`src/rtl/pulse_input_conditioner.sv`:
```
// pulse_input_conditioner: synchronises a raw asynchronous pulse line and
// rejects high pulses / low dropouts shorter than a programmable sample count.
// Produces a clean level plus one-cycle rise/fall strobes.
// Optional feature macro: PULSE_INPUT_CONDITIONER_GLITCH_COUNT_EN adds the
// saturating rejected-glitch counter and its OUT_GLITCH_COUNT port.
module pulse_input_conditioner #(
    parameter int unsigned SYNC_STAGES     = 2,
    parameter int unsigned MIN_HIGH_CYCLES = 3,
    parameter int unsigned MIN_LOW_CYCLES  = 3,
    parameter int unsigned GLITCH_CNT_W    = 16
) (
    input  logic                    IN_CLOCK,
    input  logic                    IN_RESET_N,
    input  logic                    IN_RAW,
    output logic                    OUT_CLEAN,
    output logic                    OUT_RISE,
    output logic                    OUT_FALL
`ifdef PULSE_INPUT_CONDITIONER_GLITCH_COUNT_EN
    ,
    output logic [GLITCH_CNT_W-1:0] OUT_GLITCH_COUNT
`endif
);

    localparam int unsigned MAX_MIN = (MIN_HIGH_CYCLES > MIN_LOW_CYCLES) ?
                                      MIN_HIGH_CYCLES : MIN_LOW_CYCLES;
    localparam int unsigned CNT_W   = $clog2(MAX_MIN) + 1;

    // cnt holds the number of qualifying samples already seen, so the final
    // qualifying sample arrives while cnt equals MIN_*_CYCLES-1.
    localparam logic [CNT_W-1:0] HIGH_LAST = CNT_W'(MIN_HIGH_CYCLES - 1);
    localparam logic [CNT_W-1:0] LOW_LAST  = CNT_W'(MIN_LOW_CYCLES - 1);

    typedef enum logic [1:0] {
        LOW    = 2'd0,
        QUAL_H = 2'd1,
        HIGH   = 2'd2,
        QUAL_L = 2'd3
    } state_t;

    logic [SYNC_STAGES-1:0] sync;
    logic                   s;
    state_t                 state, state_n;
    logic [CNT_W-1:0]       cnt, cnt_n;
    logic                   clean_n, rise_n, fall_n;

    assign s = sync[SYNC_STAGES-1];

    // Synchroniser chain: the only logic that touches IN_RAW.
    always_ff @(posedge IN_CLOCK) begin
        if (!IN_RESET_N) begin
            sync <= '0;
        end else begin
            sync <= {sync[SYNC_STAGES-2:0], IN_RAW};
        end
    end

    // State, counter and registered outputs update together.
    always_ff @(posedge IN_CLOCK) begin
        if (!IN_RESET_N) begin
            state     <= LOW;
            cnt       <= '0;
            OUT_CLEAN <= 1'b0;
            OUT_RISE  <= 1'b0;
            OUT_FALL  <= 1'b0;
        end else begin
            state     <= state_n;
            cnt       <= cnt_n;
            OUT_CLEAN <= clean_n;
            OUT_RISE  <= rise_n;
            OUT_FALL  <= fall_n;
        end
    end

    // Next-state, counter and output decode for the qualification FSM.
    always_comb begin
        state_n = state;
        cnt_n   = cnt;
        clean_n = OUT_CLEAN;
        rise_n  = 1'b0;
        fall_n  = 1'b0;
        unique case (state)
            LOW: begin
                if (s) begin
                    if (MIN_HIGH_CYCLES == 1) begin
                        state_n = HIGH;
                        clean_n = 1'b1;
                        rise_n  = 1'b1;
                    end else begin
                        state_n = QUAL_H;
                        cnt_n   = CNT_W'(1);
                    end
                end
            end
            QUAL_H: begin
                if (!s) begin
                    state_n = LOW;
                end else if (cnt == HIGH_LAST) begin
                    state_n = HIGH;
                    clean_n = 1'b1;
                    rise_n  = 1'b1;
                end else begin
                    cnt_n = cnt + CNT_W'(1);
                end
            end
            HIGH: begin
                if (!s) begin
                    if (MIN_LOW_CYCLES == 1) begin
                        state_n = LOW;
                        clean_n = 1'b0;
                        fall_n  = 1'b1;
                    end else begin
                        state_n = QUAL_L;
                        cnt_n   = CNT_W'(1);
                    end
                end
            end
            QUAL_L: begin
                if (s) begin
                    state_n = HIGH;
                end else if (cnt == LOW_LAST) begin
                    state_n = LOW;
                    clean_n = 1'b0;
                    fall_n  = 1'b1;
                end else begin
                    cnt_n = cnt + CNT_W'(1);
                end
            end
            default: begin
                state_n = LOW;
            end
        endcase
    end

`ifdef PULSE_INPUT_CONDITIONER_GLITCH_COUNT_EN
    logic rejected;

    // A rejection is an aborted qualification; reset takes priority below,
    // so a qualification cut short by reset is never counted.
    assign rejected = ((state == QUAL_H) && !s) || ((state == QUAL_L) && s);

    // Saturating rejected-glitch counter, cleared only by reset.
    always_ff @(posedge IN_CLOCK) begin
        if (!IN_RESET_N) begin
            OUT_GLITCH_COUNT <= '0;
        end else if (rejected && (OUT_GLITCH_COUNT != '1)) begin
            OUT_GLITCH_COUNT <= OUT_GLITCH_COUNT + GLITCH_CNT_W'(1);
        end
    end
`endif

endmodule
```
`config.mk`:
```
export PLATFORM = sky130hd
export DESIGN_NAME = pulse_input_conditioner
export DESIGN_NICKNAME = d
export VERILOG_FILES = /design/src/rtl/pulse_input_conditioner.sv
export SDC_FILE = /design/constraint.sdc
export NUM_CORES = 1
export LEC_CHECK = 0
export ABC_CLOCK_PERIOD_IN_PS = 2000
export CAP_MARGIN = 40
export CORE_AREA = 2 2 41 43
export CTS_CLUSTER_SIZE = 10
export DETAILED_ROUTE_END_ITERATION = 16
export DIE_AREA = 0 0 43 45
export PLACE_DENSITY_LB_ADDON = 0.08
export SLEW_MARGIN = 15
export SYNTH_ARGS = -nofsm -noshare
export SYNTH_HDL_FRONTEND = slang
export SYNTH_SLANG_ARGS = --single-unit
```
`constraint.sdc`:
```
create_clock -name IN_CLOCK -period 2 [get_ports IN_CLOCK]
set_input_delay 0.2 -clock IN_CLOCK [delete_from_list [all_inputs] [get_ports IN_CLOCK]]
set_output_delay 0.2 -clock IN_CLOCK [all_outputs]
set_load 0.02 [all_outputs]
```
# Word level (Yosys, flattened, before mapping)
# Cells that the tools add are included.
[word_totals]
regBits = 10
elab_cells = 47
in_bits = 3
[op_classes]
n_bitwise = 2
n_eq_ne = 12
n_mux = 19
reduce_logical = 7
n_addsub = 1
[ops]
columns = ["cell", "count"]
rows = [
  ["3-bit two-way mux", 5],
  ["2-bit two-way mux", 6],
  ["2-bit != test (second input constant)", 6],
  ["3-bit case mux with 4 select lines", 1],
  ["2-bit case mux with 4 select lines", 1],
  ["4-bit AND reduction", 2],
  ["3-bit != test (second input constant)", 2],
  ["1-bit two-way mux", 5],
  ["5-bit AND reduction", 1],
  ["2-bit == test (second input constant)", 2],
  ["3-bit by 1-bit adder with 3-bit output (second input constant)", 1],
  ["3-bit by 2-bit == test with 1-bit output (second input constant)", 1],
  ["3-bit AND reduction", 1],
  ["3-bit OR reduction", 1],
  ["2-bit by 1-bit == test with 1-bit output (second input constant)", 1],
  ["2-bit logical NOT", 1],
  ["1-bit inverter", 2],
  ["1-bit case mux with 2 select lines", 1],
  ["2-bit nonzero test", 1],
]

# Depth between registers and ports, before layout
# Gate-level depths: netlist (run 1).
[logic_depth]
word_depth = 4
ltp_mapped = 6
mapped_depth_nobuf = 5

# Least setup slack after synthesis (run 1)
# Ideal clock, no wire load.
[synth_timing]
kind = "register to register"
start = "register cnt[0]"
end = "register cnt[2]"
slack_ps = 649
t_arrival_ps = 1281
stages_incl_launch_ff = 6
synth_period_minus_slack_ps = 1351
path_buffers = 0
setup_time_ps = 70
cell_sequence = "dfxtp_1 inv_1 ha_1 or2b_1 or4_1 a21oi_1"
[synth_via]
elab_chain_cells = 4
word_cells_on_any_way = 6
cone_classes = "1 x add/sub; 1 x eq/ne; 4 x mux"
[synth_lines]
columns = ["item", "line", "source"]
rows = [
  ["from (decl)", "43", "logic [CNT_W-1:0] cnt, cnt_n;"],
  ["from (signal assigned)", "67", "cnt <= cnt_n;"],
  ["3-bit by 1-bit adder with 3-bit output / 3-bit by 2-bit == test with 1-bit output (equally long branches)", "--", ""],
  ["3-bit two-way mux (*)", "97, 120", ""],
  ["3-bit two-way mux, on equally long branches", "118, 95", ""],
  ["3-bit case mux with 4 select lines (*)", "81", "unique case (state)"],
]
# Every way passes the cells marked *; elsewhere a longest branch is shown, timed or not. The select of a mux whose other input is x is not followed.
# A chain may end at the register's enable or synchronous reset.

# Final worst setup path (run 1)
# Ends and elaborated chain as after synthesis.

==> results of run 1 <==
==> power by group <==
part	switching (mW)	total, mW	internal (mW)
clock network	0.0738	0.184	0.111
logic	0.0150	0.0305	0.0155
registers	0.00543	0.211	0.206
total	0.0943	0.426	0.332
==> per-layer routing <==
layer	GRT usage (%)	vias up	wire, um	share of wire (%)
li1	-	163	-	-
met1	12.75	156	389	48
met5	0	-	0	0
met2	14.55	10	382	47
met3	2.400	4	22	2.7
met4	7.273	0	19	2.3
==> through the flow <==
step | utilization, % | cells | instance area, um2 | hold WS [ps]
after CTS | 35.03 | 66 | 515.5 | 443.4
after global routing | 35.03 | 66 | 515.5 | 456.8
after global placement | 32.57 | 62 | 479.2 | 423.5
final | 35.03 | 66 | 515.5 | 439.7
after floorplan | - | 43 | 420.4 | 321.7
after detailed placement | 32.57 | 62 | 479.2 | 426.7
==> worst paths after layout <==
path,from,endpoint,slack (ps),cells after the start
setup / recovery,cnt[0],cnt[2],530,5
hold / removal,sync[0],sync[1],440,1
setup reg to reg,cnt[0],cnt[2],530,5
hold reg to reg,sync[0],sync[1],440,1
==> area by class of cell <==
type                    instances  area share (%)
flip-flops and latches         10           38.83
multi-input cells              28           38.35
repair buffers                  5           9.709
clock buffers                   4           7.039
well taps                      16           3.883
inverters                       3           2.184
==> layout by cell type (no fill, tap or decap), drive strengths merged, types with 2 or more instances in the layout <==
| master | Yosys | final |
|---|---|---|
| ha | 2 | 2 |
| nor3b | 2 | 2 |
| nand2 | 2 | 2 |
| clkbuf | 1 | 4 |
| inv | 3 | 3 |
| dfxtp | 10 | 10 |
| o21ai | 2 | 2 |
| nor2 | 2 | 2 |
| and2 | 2 | 2 |
| clkdlybuf4s50 | 0 | 5 |
| a21oi | 2 | 2 |
==> logic make-up after synthesis <==
kind of cell | Yosys count | share of synthesized area, %
AO/OA/AOI/OAI | 8 | 13.10
XOR/XNOR | 2 | 4.167
adder cells (fa/ha/maj) | 2 | 5.951
buffers and inverters | 5 | 5.357
flip-flops | 10 | 47.62
multiplexers | 1 | 2.381
AND/OR/NAND/NOR | 15 | 21.43
==> sequential cells by signal, indices dropped and copies added (netlist names), named ones only <==
signal	count
OUT_CLEAN	1
OUT_FALL	1
OUT_RISE	1
cnt	3
state	1
sync	2
==> impl_results.html, run 1 <==
<table>
<tr><th>Metric</th><th>Value</th></tr>
<tr><th colspan="2">Run status</th></tr>
<tr><td>Status</td><td>complete, no violations</td></tr>
<tr><th colspan="2">Global route</th></tr>
<tr><td>Number of antenna violations at the first check in global routing</td><td>0</td></tr>
<tr><td>Largest net degree at the start of global routing</td><td>8</td></tr>
<tr><td>GR Overflow Total</td><td>0</td></tr>
<tr><td>Tot GR Track Use</td><td>9.933%</td></tr>
<tr><td>First-pass GRT wire length</td><td>1414 um</td></tr>
<tr><td>Vias in the first global route</td><td>330</td></tr>
<tr><th colspan="2">Worst setup path</th></tr>
<tr><td>Startpoint type of the worst setup path</td><td>register</td></tr>
<tr><td>Worst path slowest cell</td><td>sky130_fd_sc_hd__or4_1</td></tr>
<tr><td>Cell family contributing the most delay on the critical path</td><td>simple AND/OR/NAND/NOR gates</td></tr>
<tr><td>Maximum fanout along the worst path</td><td>3</td></tr>
<tr><td>Type of element capturing the critical path</td><td>register</td></tr>
<tr><td>Worst path cell trace</td><td>inv_1 -&gt; ha_1 -&gt; or2b_1 -&gt; or4_1 -&gt; a21oi_1</td></tr>
<tr><td>Sum of buffers and inverters on the critical path</td><td>1</td></tr>
<tr><td>Delay contributed by the slowest stage of the critical path</td><td>approximately 400 ps</td></tr>
<tr><td>Worst Setup Path Type</td><td>register to register</td></tr>
<tr><td>Worst path required time</td><td>2200 ps</td></tr>
<tr><td>Worst EP arrival</td><td>1660 ps</td></tr>
<tr><th colspan="2">Clocking</th></tr>
<tr><td>CTS sink cnt</td><td>10</td></tr>
<tr><td>Clock root cell</td><td>sky130_fd_sc_hd__clkbuf_4</td></tr>
<tr><td>Clock buffers created by TritonCTS</td><td>3</td></tr>
<tr><td>Maximum buffer depth of the clock tree</td><td>2</td></tr>
<tr><td>Number of buffers inserted to repair setup after CTS</td><td>0</td></tr>
<tr><td>Insertion delay to the later sink of the worst-skew pair</td><td>270 ps</td></tr>
<tr><td>H-tree depth</td><td>1</td></tr>
<tr><td>Post-cts hold buffer count</td><td>0</td></tr>
<tr><td>Count of instances resized after the clock tree is built</td><td>0</td></tr>
<tr><td>Clock slew at reported path FFs</td><td>70 ps</td></tr>
<tr><td>TritonCTS clock tree</td><td>built</td></tr>
<tr><th colspan="2">Yosys</th></tr>
<tr><td>FFs w/ async S/R, synth</td><td>0%</td></tr>
<tr><td>Syn avg cell area</td><td>between 9 and 10 um2</td></tr>
<tr><td>Synth Cell Area</td><td>about 420 um2</td></tr>
<tr><td>Post-synth top area cell</td><td>sky130_fd_sc_hd__dfxtp_1</td></tr>
<tr><td>Synth cell types</td><td>25</td></tr>
<tr><td>Post-synth net total</td><td>48</td></tr>
<tr><td>Post-Syn Instances</td><td>43</td></tr>
<tr><td>Most repeated cell in the gate-level netlist after synthesis</td><td>sky130_fd_sc_hd__dfxtp_1</td></tr>
<tr><td>Synth Register Bits</td><td>10</td></tr>
<tr><td>Synth top area cells</td><td>sky130_fd_sc_hd__dfxtp_1 (48%), sky130_fd_sc_hd__ha_1 (6.0%), sky130_fd_sc_hd__nor3b_1 (3.6%), sky130_fd_sc_hd__and2_1 (3.0%), sky130_fd_sc_hd__inv_1 (2.7%)</td></tr>
<tr><td>Primary FF master, synth</td><td>sky130_fd_sc_hd__dfxtp_1</td></tr>
<tr><td>Top cells by count, synth</td><td>sky130_fd_sc_hd__dfxtp_1 (10), sky130_fd_sc_hd__inv_1 (3)</td></tr>
<tr><td>Sequential-to-total area share from yosys stat</td><td>47.62%</td></tr>
<tr><td>Number of enable flip-flop cells after synthesis</td><td>0</td></tr>
<tr><td>Proportion of netlist area held by the largest area contributor</td><td>47.62%</td></tr>
<tr><td>Synth warnings</td><td>0</td></tr>
<tr><th colspan="2">Drt</th></tr>
<tr><td>Remaining DRCs</td><td>0</td></tr>
<tr><td>Detailed-routing iteration count for the pre-antenna-repair pass</td><td>4</td></tr>
<tr><td>Count of antenna-violating nets left after detailed routing</td><td>0</td></tr>
<tr><td>1st-iter DRT viols</td><td>4</td></tr>
<tr><td>DR vias/cell</td><td>5.045</td></tr>
<tr><td>Final routed wirelength across all metal layers</td><td>813 um</td></tr>
<tr><td>Total vias in the final route</td><td>333</td></tr>
<tr><td>Average wire per cell in the routed design</td><td>12.32 um</td></tr>
<tr><th colspan="2">Timing</th></tr>
<tr><td>Least-Margin Pin Slew</td><td>408.4 ps</td></tr>
<tr><td>Fmax</td><td>0.6809 GHz</td></tr>
<tr><td>Unrepaired setup endpoints after global routing</td><td>false</td></tr>
<tr><td>Post-layout minimum cycle time</td><td>1469 ps</td></tr>
<tr><td>Clock Skews</td><td>6.070 ps</td></tr>
<tr><td>Final WS setup</td><td>approximately 530 ps</td></tr>
<tr><td>Number of max-slew violations in the final report</td><td>0</td></tr>
<tr><td>Endpoints failing hold</td><td>0</td></tr>
<tr><td>Tightest slew margin relative to the limit</td><td>approximately 73%</td></tr>
<tr><td>Number of setup violations in the final report</td><td>0</td></tr>
<tr><td>Setup TNS</td><td>0 ps</td></tr>
<tr><td>Tcrit/Tclk final</td><td>73.44%</td></tr>
<tr><th colspan="2">Final layout</th></tr>
<tr><td>Combined area of the multi-input logic cells</td><td>197.7 um2</td></tr>
<tr><td>Area added between synthesis and finish</td><td>22.62%</td></tr>
<tr><td>Fill cell instance count of the final layout</td><td>172</td></tr>
<tr><td>Final net count</td><td>56</td></tr>
<tr><td>Register area</td><td>200.2 um2</td></tr>
<tr><td>Layout cells sized above 1</td><td>around 8%</td></tr>
<tr><td>Antenna fix cells</td><td>0</td></tr>
<tr><th colspan="2">Pwr</th></tr>
<tr><td>Static leakage power</td><td>slightly above 0.2 nW</td></tr>
<tr><td>IR Drop Worst-Case VDD</td><td>0.3712 mV</td></tr>
<tr><td>Pwr per Cell Area</td><td>827.1 nW/um2</td></tr>
<tr><td>Total power</td><td>0.4264 mW</td></tr>
<tr><th colspan="2">Run</th></tr>
<tr><td>Number of maximum-capacitance constraint violations</td><td>0</td></tr>
<tr><th colspan="2">Placed design</th></tr>
<tr><td>Final GP Congestion</td><td>0.7952</td></tr>
<tr><td>I/O Buffers</td><td>5</td></tr>
<tr><td>Worst setup slack before clock tree synthesis</td><td>561.7 ps</td></tr>
<tr><td>HPWL Detailed</td><td>599.2 um</td></tr>
<tr><th colspan="2">Floorplan</th></tr>
<tr><td># rows</td><td>14</td></tr>
<tr><td>Area of the placeable core</td><td>1471 um2</td></tr>
<tr><td>Num ports</td><td>6</td></tr>
<tr><td>Initial Utilization</td><td>roughly 29%</td></tr>
<tr><td>Die Width</td><td>43 um</td></tr>
<tr><td>Vert. Die Dim</td><td>45 um</td></tr>
<tr><td>Die area</td><td>1935 um2</td></tr>
<tr><th colspan="2">Worst hold path</th></tr>
<tr><td>Hold Crit Class</td><td>register to register</td></tr>
</table>
(Power assumes the default switching activity.)
==> run 2: changes to the inputs <==
--- a/config.mk
+++ b/config.mk
@@ -5,7 +5,7 @@
 export SDC_FILE = /design/constraint.sdc
 export NUM_CORES = 1
 export LEC_CHECK = 0
-export ABC_CLOCK_PERIOD_IN_PS = 2000
+export ABC_CLOCK_PERIOD_IN_PS = 1300
 export CAP_MARGIN = 40
 export CORE_AREA = 2 2 41 43
 export CTS_CLUSTER_SIZE = 10
==> constraint.sdc (replaced) <==
create_clock -name IN_CLOCK -period 1.3 [get_ports IN_CLOCK]
set_input_delay 0.13 -clock IN_CLOCK [delete_from_list [all_inputs] [get_ports IN_CLOCK]]
set_output_delay 0.13 -clock IN_CLOCK [all_outputs]
set_load 0.02 [all_outputs]
==> impl_results.html, run 2 (synthesis gave the netlist of run 1 again) <==
<table>
<tr><th>Metric</th><th>Value</th></tr>
<tr><th colspan="2">Final layout</th></tr>
<tr><td>Final net count</td><td>61 (+8.9%)</td></tr>
<tr><td>Highest-count cells in the layout ignoring fill and taps</td><td>sky130_fd_sc_hd__dfxtp_1 (8), sky130_fd_sc_hd__buf_4 (5), sky130_fd_sc_hd__clkbuf_4 (3)</td></tr>
<tr><td>Fill cell instance count of the final layout</td><td>153 (-11%)</td></tr>
<tr><td>Post-route design area</td><td>588.1 um2 (+14%)</td></tr>
<tr><td>Leading cell type in the layout, fill and taps excluded</td><td>sky130_fd_sc_hd__dfxtp_1</td></tr>
<tr><td>Reg with most FFs</td><td>cnt</td></tr>
<tr><td>Largest register FFs</td><td>3 (unchanged)</td></tr>
<tr><td>Post-layout instance count excluding filler cells</td><td>70 (+6.1%)</td></tr>
<tr><td>Layout cells sized above 1</td><td>35.19% (+27 points)</td></tr>
<tr><td>Area added between synthesis and finish</td><td>39.88%</td></tr>
<tr><td>Largest registers</td><td>cnt x3, sync x2</td></tr>
<tr><td>Antenna fix cells</td><td>0 (unchanged)</td></tr>
<tr><th colspan="2">Timing</th></tr>
<tr><td>Unrepaired setup endpoints after global routing</td><td>true</td></tr>
<tr><td>Endpoints failing hold</td><td>0 (unchanged)</td></tr>
<tr><td>Number of max-slew violations in the final report</td><td>0 (unchanged)</td></tr>
<tr><td>Post-layout minimum cycle time</td><td>1325 ps (-144.1 ps)</td></tr>
<tr><td>Least-Margin Pin Slew</td><td>292.8 ps (-115.6 ps)</td></tr>
<tr><td>Tightest slew margin relative to the limit</td><td>80.17% (+7.6 points)</td></tr>
<tr><td>Fmax</td><td>0.7549 GHz (+11%)</td></tr>
<tr><td>Number of setup violations in the final report</td><td>1 (+1)</td></tr>
<tr><td>Tcrit/Tclk final</td><td>101.9% (+28 points)</td></tr>
<tr><td>Final WS setup</td><td>-24.65 ps (-555.9 ps)</td></tr>
<tr><td>Clock Skews</td><td>4.810 ps (-1.260 ps)</td></tr>
<tr><th colspan="2">Clocking</th></tr>
<tr><td>H-tree depth</td><td>1 (unchanged)</td></tr>
<tr><td>Maximum buffer depth of the clock tree</td><td>2 (unchanged)</td></tr>
<tr><td>TritonCTS clock tree</td><td>built</td></tr>
<tr><td>Insertion delay to the later sink of the worst-skew pair</td><td>260 ps (about the same)</td></tr>
<tr><td>Clock slew at reported path FFs</td><td>60 ps (about the same)</td></tr>
<tr><td>Clock root cell</td><td>sky130_fd_sc_hd__clkbuf_4</td></tr>
<tr><td>CTS sink cnt</td><td>10 (unchanged)</td></tr>
<tr><td>Clock buffers created by TritonCTS</td><td>3 (unchanged)</td></tr>
<tr><th colspan="2">Run status</th></tr>
<tr><td>Status</td><td>complete, but fails checks</td></tr>
<tr><td>Violated checks</td><td>setup timing</td></tr>
<tr><th colspan="2">Worst setup path</th></tr>
<tr><td>Worst Setup Path Type</td><td>register to register</td></tr>
<tr><td>Maximum fanout along the worst path</td><td>2 (-1)</td></tr>
<tr><td>Setup crit start</td><td>cnt[0]</td></tr>
<tr><td>Startpoint type of the worst setup path</td><td>register</td></tr>
<tr><td>R2r worst-path depth</td><td>5 (unchanged)</td></tr>
<tr><td>Reg-to-reg endpoint</td><td>cnt[2]</td></tr>
<tr><td>Type of element capturing the critical path</td><td>register</td></tr>
<tr><td>Worst path required time</td><td>1500 ps (-700 ps)</td></tr>
<tr><td>Worst setup endpoint</td><td>cnt[2]</td></tr>
<tr><td>Launch point of the worst reg-to-reg path</td><td>cnt[0]</td></tr>
<tr><td>Worst EP arrival</td><td>1520 ps (-140 ps)</td></tr>
<tr><td>FF-to-FF setup slack</td><td>-20 ps (-560 ps)</td></tr>
<tr><th colspan="2">Pwr</th></tr>
<tr><td>Pwr per Cell Area</td><td>994.7 nW/um2 (+20%)</td></tr>
<tr><td>IR Drop Worst-Case VDD</td><td>0.5880 mV (+58%)</td></tr>
<tr><td>Static leakage power</td><td>0.2680 nW (+31%)</td></tr>
<tr><th colspan="2">Floorplan</th></tr>
<tr><td>Die Width</td><td>43 um (unchanged)</td></tr>
<tr><td>Vert. Die Dim</td><td>45 um (unchanged)</td></tr>
<tr><td>Num ports</td><td>6 (unchanged)</td></tr>
<tr><td>Die area</td><td>1935 um2 (unchanged)</td></tr>
<tr><td># rows</td><td>14 (unchanged)</td></tr>
<tr><td>Initial Utilization</td><td>28.57% (unchanged)</td></tr>
<tr><td>Area of the placeable core</td><td>1471 um2 (unchanged)</td></tr>
<tr><th colspan="2">Drt</th></tr>
<tr><td>Final routed wirelength across all metal layers</td><td>782 um (-3.8%)</td></tr>
<tr><td>Total vias in the final route</td><td>328 (-1.5%)</td></tr>
<tr><td>Count of antenna-violating nets left after detailed routing</td><td>0 (unchanged)</td></tr>
<tr><td>DR vias/cell</td><td>4.686 (-7.1%)</td></tr>
<tr><td>1st-iter DRT viols</td><td>2 (-2)</td></tr>
<tr><td>Detailed-routing iteration count for the pre-antenna-repair pass</td><td>2 (-2)</td></tr>
<tr><td>Remaining DRCs</td><td>0 (unchanged)</td></tr>
<tr><td>Average wire per cell in the routed design</td><td>11.17 um (-9.3%)</td></tr>
<tr><th colspan="2">Global route</th></tr>
<tr><td>Vias in the first global route</td><td>362 (+9.7%)</td></tr>
<tr><td>First-pass GRT wire length</td><td>1414 um (unchanged)</td></tr>
<tr><td>Number of antenna violations at the first check in global routing</td><td>0 (unchanged)</td></tr>
<tr><td>Largest net degree at the start of global routing</td><td>8 (unchanged)</td></tr>
<tr><td>GR Overflow Total</td><td>0 (unchanged)</td></tr>
<tr><td>Tot GR Track Use</td><td>10.19% (+0.25 points)</td></tr>
<tr><th colspan="2">Worst hold path</th></tr>
<tr><td>Hold Crit Class</td><td>primary input to register</td></tr>
<tr><td>Startpoint of the tightest hold check path</td><td>IN_RAW</td></tr>
<tr><th colspan="2">Placed design</th></tr>
<tr><td>I/O Buffers</td><td>5 (unchanged)</td></tr>
<tr><td>Cell count after placement</td><td>66 (+6.5%)</td></tr>
<tr><td>HPWL Detailed</td><td>597.7 um (-0.25%)</td></tr>
<tr><td>Final GP Congestion</td><td>0.7094 (-11%)</td></tr>
<tr><td>Instance area after placement</td><td>513.0 um2 (+7.0%)</td></tr>
<tr><th colspan="2">Run</th></tr>
<tr><td>Number of maximum-capacitance constraint violations</td><td>0 (unchanged)</td></tr>
</table>
run 2: cell count changes in the layout (fill, tap and decap cells not counted), sizes merged:
cell	change
buf	+5
clkbuf	-1
clkdlybuf4s50	-3
dlygate4sd2	+1
dlymetal6s2s	+2
run 2: critical path, stage by stage (launching register included):
cell and delay, ps:
sky130_fd_sc_hd__dfxtp_2 330, sky130_fd_sc_hd__inv_2 50, sky130_fd_sc_hd__ha_4 150, sky130_fd_sc_hd__or2b_1 200
sky130_fd_sc_hd__or4_4 410, sky130_fd_sc_hd__a21oi_2 120
run 2: layout make-up:
type                    instances  area, um2  share of cell area [%]
multi-input cells              28      237.7                   40.43
flip-flops and latches         10      205.2                   34.89
repair buffers                 10      91.34                   15.53
clock buffers                   3      22.52                   3.830
well taps                      16      20.02                   3.404
inverters                       3      11.26                   1.915
run 2: worst min-delay path by stage:
stage | endpoint | slack (ps) | cells after the start
after detailed placement | sync[1] | 430 | 1
after CTS | sync[0] | 440 | 2
final | sync[0] | 450 | 2
after global routing | sync[0] | 470 | 2
after global placement | sync[1] | 420 | 1
after floorplan | sync[0] | 250 | 1
run 2: power by group:
group,switching [mW],internal [mW]
clock network,0.0943,0.106
logic,0.0276,0.0311
registers,0.00995,0.316
total,0.132,0.453
run 2: per-stage QoR:
step	worst slack [ps]	util [%]	hold WS [ps]	TNS, ps	total power, mW
final	-24.65	39.97	451.0	-24.65	0.5849
after CTS	-50.04	36.39	443.3	-50.04	0.5898
after global placement	-2.180	34.86	419.3	-2.180	0.3849
after detailed placement	-38.13	34.86	432.6	-38.13	0.3875
after global routing	-70.53	39.97	474.6	-80.20	0.6226
after floorplan	13.44	-	251.7	0	0.3579
run 2: what timing repair did:
action | CTS | global route
hold buffers | 0 | 0
endpoints found under the hold margin | 0 | 0
endpoints found under the setup margin | 3 | 8
gates resized for setup | 2 | 13
pin swaps | 0 | 4
setup buffers | 0 | 1
run 2: layer usage:
layer  wire, um  track usage [%]
met5          0                0
met4          0            3.636
met3         53            6.000
met2        396            18.18
met1        332            9.804
